## src/rtl/transmission_pkg.sv

```systemverilog
// Shared constants and types for the 8-channel MUX/DMUX transmission link.
package transmission_pkg;
  localparam int   N_CH_DEF  = 8;
  localparam int   SEL_W_DEF = 3;
  localparam logic IDLE_LVL  = 1'b1;

  typedef logic [SEL_W_DEF-1:0] ch_sel_t;
endpackage

```

## src/rtl/dmux_1n.sv

```systemverilog
// 1:N_CH distributor; every non-addressed output bit sits at the idle level.
module dmux_1n
  import transmission_pkg::*;
#(
  parameter int   N_CH  = N_CH_DEF,
  parameter int   SEL_W = $clog2(N_CH),
  parameter logic IDLE  = IDLE_LVL
) (
  input  logic             line,
  input  logic [SEL_W-1:0] sel,
  output logic [N_CH-1:0]  data_o
);

  always_comb begin
    data_o      = {N_CH{IDLE}};
    data_o[sel] = line;
  end

endmodule

```

## src/rtl/mux_n1.sv

```systemverilog
// N_CH:1 bit selector; purely combinational.
module mux_n1
  import transmission_pkg::*;
#(
  parameter int N_CH  = N_CH_DEF,
  parameter int SEL_W = $clog2(N_CH)
) (
  input  logic [N_CH-1:0]  data_i,
  input  logic [SEL_W-1:0] sel,
  output logic             line
);

  assign line = data_i[sel];

endmodule

```

## src/rtl/transmission_8.sv

```systemverilog
// Time-multiplexed link: iData[{A,B,C}] is carried to the same bit of oData,
// registered on clk; all other oData bits idle high.
module transmission_8
  import transmission_pkg::*;
#(
  parameter int   N_CH  = N_CH_DEF,
  parameter int   SEL_W = SEL_W_DEF,
  parameter logic IDLE  = IDLE_LVL
) (
  input  logic            clk,
  input  logic            rst,
  input  logic [N_CH-1:0] iData,
  input  logic            A,
  input  logic            B,
  input  logic            C,
  output logic [N_CH-1:0] oData
);

  ch_sel_t           sel;
  logic              line;
  logic [N_CH-1:0]   next_data;
  logic [N_CH-1:0]   odata_d;
  logic [N_CH-1:0]   odata_q;

  assign sel = {A, B, C};

  mux_n1 #(
    .N_CH  (N_CH),
    .SEL_W (SEL_W)
  ) u_mux (
    .data_i (iData),
    .sel    (sel),
    .line   (line)
  );

  dmux_1n #(
    .N_CH  (N_CH),
    .SEL_W (SEL_W),
    .IDLE  (IDLE)
  ) u_dmux (
    .line   (line),
    .sel    (sel),
    .data_o (next_data)
  );

  always_comb begin
    odata_d = next_data;
  end

  // Output register; reset forces the idle pattern even mid-stream.
  always_ff @(posedge clk) begin
    if (rst) begin
      odata_q <= {N_CH{IDLE}};
    end else begin
      odata_q <= odata_d;
    end
  end

  assign oData = odata_q;

endmodule

```

## config.mk

```make
export PLATFORM = sky130hd
export DESIGN_NAME = transmission_8
export DESIGN_NICKNAME = d
export VERILOG_FILES = /design/src/rtl/transmission_pkg.sv /design/src/rtl/dmux_1n.sv /design/src/rtl/mux_n1.sv /design/src/rtl/transmission_8.sv
export SDC_FILE = /design/constraint.sdc
export NUM_CORES = 1
export LEC_CHECK = 0
export CAP_MARGIN = 0
export CELL_PAD_IN_SITES_DETAIL_PLACEMENT = 1
export CELL_PAD_IN_SITES_GLOBAL_PLACEMENT = 1
export CORE_AREA = 8 8 45 47
export CTS_CLUSTER_DIAMETER = 40
export DETAILED_ROUTE_END_ITERATION = 8
export DIE_AREA = 0 0 53 55
export PLACE_DENSITY = 0.75
export SYNTH_ARGS = -nofsm -noshare
export SYNTH_HDL_FRONTEND = slang
export SYNTH_SLANG_ARGS = --single-unit
```

## constraint.sdc

```tcl
create_clock -name clk -period 1.3 [get_ports clk]
set_input_delay 0.325 -clock clk [delete_from_list [all_inputs] [get_ports clk]]
set_output_delay 0.325 -clock clk [all_outputs]
set_load 0.005 [all_outputs]
```

Word-level counts from Yosys, hierarchy flattened
Index checks and enable logic that the tools add are counted.

word-level totals
  output and inout bits = 8
  input port bits = 13
  word-level logic and storage cells = 10
  bits in registers = 8

cells by class
  muxes and demuxes = 4
  bitwise logic cells = 2
  reduce and logical (&&, ||, !) cells = 1
  magnitude comparators = 2

operators with widths
  operator                                              count
  NOT 8 bit                                             1
  bitwise OR 8 bit                                      1
  < comparator 3 x 4 -> 1 bit (second input constant)   1
  binary-select mux 1 bit (select 3 bit)                1
  demux 1 bit (select 3 bit)                            1
  >= comparator 3 x 1 -> 1 bit (second input constant)  1
  two-way mux 1 bit                                     2
  logical AND 1 bit                                     1

Logic depth before layout (Yosys ltp)
  word-level depth = 6
  gate-level depth with buffers = 2
  mapped depth without buffers = 2

Cells and area by module
A second synthesis with hierarchy kept.

unflattened totals
  cell total of the unflattened synthesis = 27
  area, all modules = 354.1 µm²

modules (own cells, without submodules)
  module          area each (µm²)  times used  sequential area each (µm²)  cells an instance
  transmission_8  210.2            1           160.2                       16
  dmux_1n         80.1             1           0.0                         8
  mux_n1          63.8             1           0.0                         3

Least setup slack after synthesis
No wires, ideal clock.

  path kind = input to register
  from = input port A
  to = register odata_q[0] (netlist: oData[0])
  buffers on the path = 0
  setup time = 0.135 ns
  cell stages on the path = 2
  arrival time = 0.870 ns
  path slack = 0.296 ns
  required time = 1.165 ns
  path through = nor2_2 -> or4b_1

between the ends
  cells in the longest elaborated chain, start to end = 6
  elaborated cells on any way between the ends = 9
  classes of those cells = order compare (2); mux (4); bitwise (2); reduce/logical (1)

ends and longest elaborated chain
  item                                                                                                      line                  text
  from (decl)                                                                                               transmission_8.sv:13  input logic A,
  < comparator 3 x 4 -> 1 bit (implied by the code) / >= comparator 3 x 1 -> 1 bit (equally long branches)  dmux_1n.sv:16         data_o[sel] = line;
  logical AND 1 bit (implied by the code)                                                                   dmux_1n.sv:16
  two-way mux 1 bit (implied by the code)                                                                   dmux_1n.sv:16
  demux 1 bit (select 3 bit)                                                                                -
  NOT 8 bit (no line)                                                                                       -
  bitwise OR 8 bit (no line) (*)                                                                            -
  to (signal assigned)                                                                                      transmission_8.sv:53  odata_q <= {N_CH{IDLE}};
  to (signal assigned)                                                                                      transmission_8.sv:55  odata_q <= odata_d;
  to (decl)                                                                                                 transmission_8.sv:23  logic [N_CH-1:0] odata_q;

Every way passes the cells marked *; elsewhere a longest branch is shown, timed or not. The select of a mux whose other input is x is not followed.
A chain may end at the register's enable or synchronous reset.

Worst setup path after layout
Ends and elaborated chain as after synthesis.

==> Implementation_results.wiki <==
{| class="wikitable"
! Metric !! Value
|-
| Commonest cells in the synthesized netlist || 8 x sky130_fd_sc_hd__dfxtp_1, 3 x sky130_fd_sc_hd__nor2_1, 2 x sky130_fd_sc_hd__nand3_1, 2 x sky130_fd_sc_hd__nand4b_1
|-
| Worst path bufs/invs || 1
|-
| Die span in x || 53 um
|-
| Maximum buffer depth of the clock tree || 2
|-
| Standard-cell rows || 14
|-
| Maximum clock rate || 0.814 GHz
|-
| Post-detailed-placement half-perimeter wirelength || 688 um
|-
| Final worst-path setup slack || 71.8 ps
|-
| Kind of cell with the highest combined delay on the critical path || simple AND/OR/NAND/NOR gates
|-
| Count of final setup violators || 0
|-
| Final period demand of the worst path || 1230 ps
|-
| Yosys top cell area share || 0.624
|-
| Die footprint || 2920 sq um
|-
| Top_reg_cell synth || sky130_fd_sc_hd__dfxtp_1
|-
| Weighted congestion at the end of routability-driven global placement || 0.561
|-
| Most frequent cell after synthesis || sky130_fd_sc_hd__dfxtp_1
|-
| Vias in the first global route || 306
|-
| Crit path arrival time || 1340 ps
|-
| Run status || finished, final reports clean
|-
| Share of layout cells above drive strength 1 || 0.184
|-
| Placed cells || 62
|-
| Startpoint of the tightest hold check path || iData[5]
|-
| Diode count || 0
|-
| Highest net fanout along the worst path || 3
|-
| Count of nets left with antenna violations after detail routing || 0
|-
| Hold Path Depth || 2
|-
| Tightest Pin Transition || 184 ps
|-
| Worst setup path class || input port to flop
|-
| Number of distinct standard cells referenced by the synthesized netlist || 11
|-
| Logic gate share of total power || 0.143
|-
| Flip-flop count of the largest register after layout || 8
|-
| Setup WS pre-CTS || -187 ps
|-
| Number of filler cells placed in the layout || 160
|-
| Hold bufs inserted after CTS || 0
|-
| Count of clock tree sinks || 8
|-
| Power density relative to cell area || 960 nW/um^2
|-
| Combined area of the multi-input logic cells || 96.3 sq um
|-
| Leftover overflow at the end of global routing || 0
|-
| IO Pins || 21
|-
| H-tree levels || 1
|-
| Crit end category || flop
|-
| Total wirelength of the detailed-routed design || 740 um
|-
| Async set-reset flop share out of synthesis || 0
|-
| Relative slew margins || 0.877
|-
| FF+latch count, synth || 8
|-
| Setup repair after global routing missed its margin || no
|-
| Register area share after synthesis || 0.624
|-
| Total net switching power || 93.7 uW
|-
| Cell area after synthesis || 256 sq um
|-
| Switching share of total power || 0.188
|-
| Total global routing track utilization || 0.0601
|-
| Net count of the finished layout || 64
|-
| Leakage || 0.000185 uW
|-
| Pin count of the biggest net entering global routing || 8
|-
| I/O Buffers || 20
|-
| Final instance count without filler cells || 65
|-
| Endpoint of the worst hold path || oData[5]
|-
| Pins Over Slew Limit || 0
|-
| Number of flops mapped to enable cells by yosys || 0
|-
| Number of search-and-repair iterations in the first detailed-routing pass || 1
|-
| First-pass GRT wire length || 1.22 mm
|-
| Root Buffer Master || sky130_fd_sc_hd__clkbuf_4
|-
| Floorplan die height || 55 um
|-
| Critical path startpoint category || input port
|-
| Register clock-pin slew on the reported worst setup and hold paths || 50 ps
|-
| Synth-to-layout area growth || 102%
|-
| Max-cap check violation count || 0
|-
| Initial antenna violation count || 0
|-
| Total power || 499 uW
|-
| TritonCTS clock tree || yes
|-
| Share of the cycle needed by the critical path after routing || 0.945
|-
| HP Class || input port to flop
|-
| Final core occ || 0.375
|-
| Area inside the core boundary || 1380 sq um
|-
| Detailed router's first-iteration violation count || 0
|-
| Via Count || 268
|-
| Slowest cell delay on critical path || 440 ps
|-
| Relative contribution of sequential cells to total power || 0.502
|-
| Initial core utilization || 0.185
|-
| Cell type with the largest total area after synthesis || sky130_fd_sc_hd__dfxtp_1
|-
| Cell Chain, Critical Path || clkdlybuf4s50_1 -> nor2_2 -> or4b_1
|-
| Residual DRC || 0
|-
| Final routed wire length divided by cell count || 11.4 um
|-
| Yosys warning count || 0
|-
| Biggest area contributors in the synthesized netlist || sky130_fd_sc_hd__dfxtp_1 62%, sky130_fd_sc_hd__nand4b_1 6.8%, sky130_fd_sc_hd__nor3b_2 4.9%
|-
| Required time of the worst setup path || 1410 ps
|-
| Instance count of the mapped netlist || 22
|-
| Cell internal pwr || 405 uW
|-
| Mean area per synthesized cell || 11.7 sq um
|-
| Via count normalized by instance count || 4.12
|-
| Clk pwr share || 0.355
|-
| Post-Synthesis Net Count || 35
|-
| Final hold viol count || 0
|-
| Cell at the slowest stage of the critical path || sky130_fd_sc_hd__clkdlybuf4s50_1
|-
| IR Drop Worst-Case VDD || 460 uV
|-
| Register Area || 160 sq um
|-
| Number of buffers created by CTS || 3
|}
-- layout by cell type (no fill, tap or decap) --
master                            netlist  layout
sky130_fd_sc_hd__buf_4                  0       4
sky130_fd_sc_hd__clkbuf_4               0       3
sky130_fd_sc_hd__clkdlybuf4s50_1        0      12
sky130_fd_sc_hd__dfxtp_1                8       8
sky130_fd_sc_hd__dlygate4sd2_1          0       8
sky130_fd_sc_hd__nand2_1                1       1
sky130_fd_sc_hd__nand3_1                2       2
sky130_fd_sc_hd__nand3b_1               1       1
sky130_fd_sc_hd__nand4b_1               2       2
sky130_fd_sc_hd__nand4bb_1              1       1
sky130_fd_sc_hd__nor2_1                 3       3
sky130_fd_sc_hd__nor2_2                 1       1
sky130_fd_sc_hd__nor2b_1                1       1
sky130_fd_sc_hd__nor3b_2                1       1
sky130_fd_sc_hd__or4b_1                 1       1
-- cell families (layout without fill, tap and decap cells) --
family,after synthesis,count (layout),synth area share
buffers and inverters,0,27,0
DFF,8,8,0.624
and+or+nand+nor,14,14,0.376
-- per-stage QoR --
step | area, sq um | hold slack (ps) | setup TNS, ps
after floorplan | 256 | 397 | 0
after global placement | 507 | 897 | -172
after detailed placement | 507 | 903 | -280
after CTS | 519 | 653 | 0
after global routing | 519 | 664 | 0
final | 519 | 653 | 0
-- area by class of cell --
type,instances,share of cell area
clock buffers,3,0.0434
multi-input cells,14,0.186
flip-flops and latches,8,0.308
well taps,16,0.0386
repair buffers,24,0.424
-- timing repair --
item,4_1_cts,5_1_grt
gates resized for setup,8,0
hold endpoints to repair,0,0
setup endpoints to repair,8,0
setup buffers,0,0
-- per-layer routing --
metal  wire (um)  part of all wire  GRT usage  up-vias
met5           0                 0          0        -
met4          25             0.034     0.0776        0
met3          67             0.091     0.0160        2
met2         392              0.53     0.0977       13
met1         256              0.35     0.0547      117
li1            -                 -          -      136
-- power groups by stage --
stage,logic (uW),clock network [uW],registers (uW)
after detailed placement,75.2,0,256
after floorplan,11.9,0,256
after global routing,77.7,197,250
final,71.2,177,250
after global placement,73.5,0,256
after CTS,72.7,186,250
-- how the worst max path moves through the flow --
stage | from | endpoint | slack, ps | cells after the start
6_report | A | oData[0] | 70 | 3
5_1_grt | A | oData[0] | 40 | 3
4_1_cts | A | oData[0] | 70 | 3
3_5_place_dp | A | oData[0] | -190 | 3
3_3_place_gp | A | oData[0] | -140 | 3
2_1_floorplan | A | oData[0] | 300 | 2
Power figures use the tool's default switching activity.
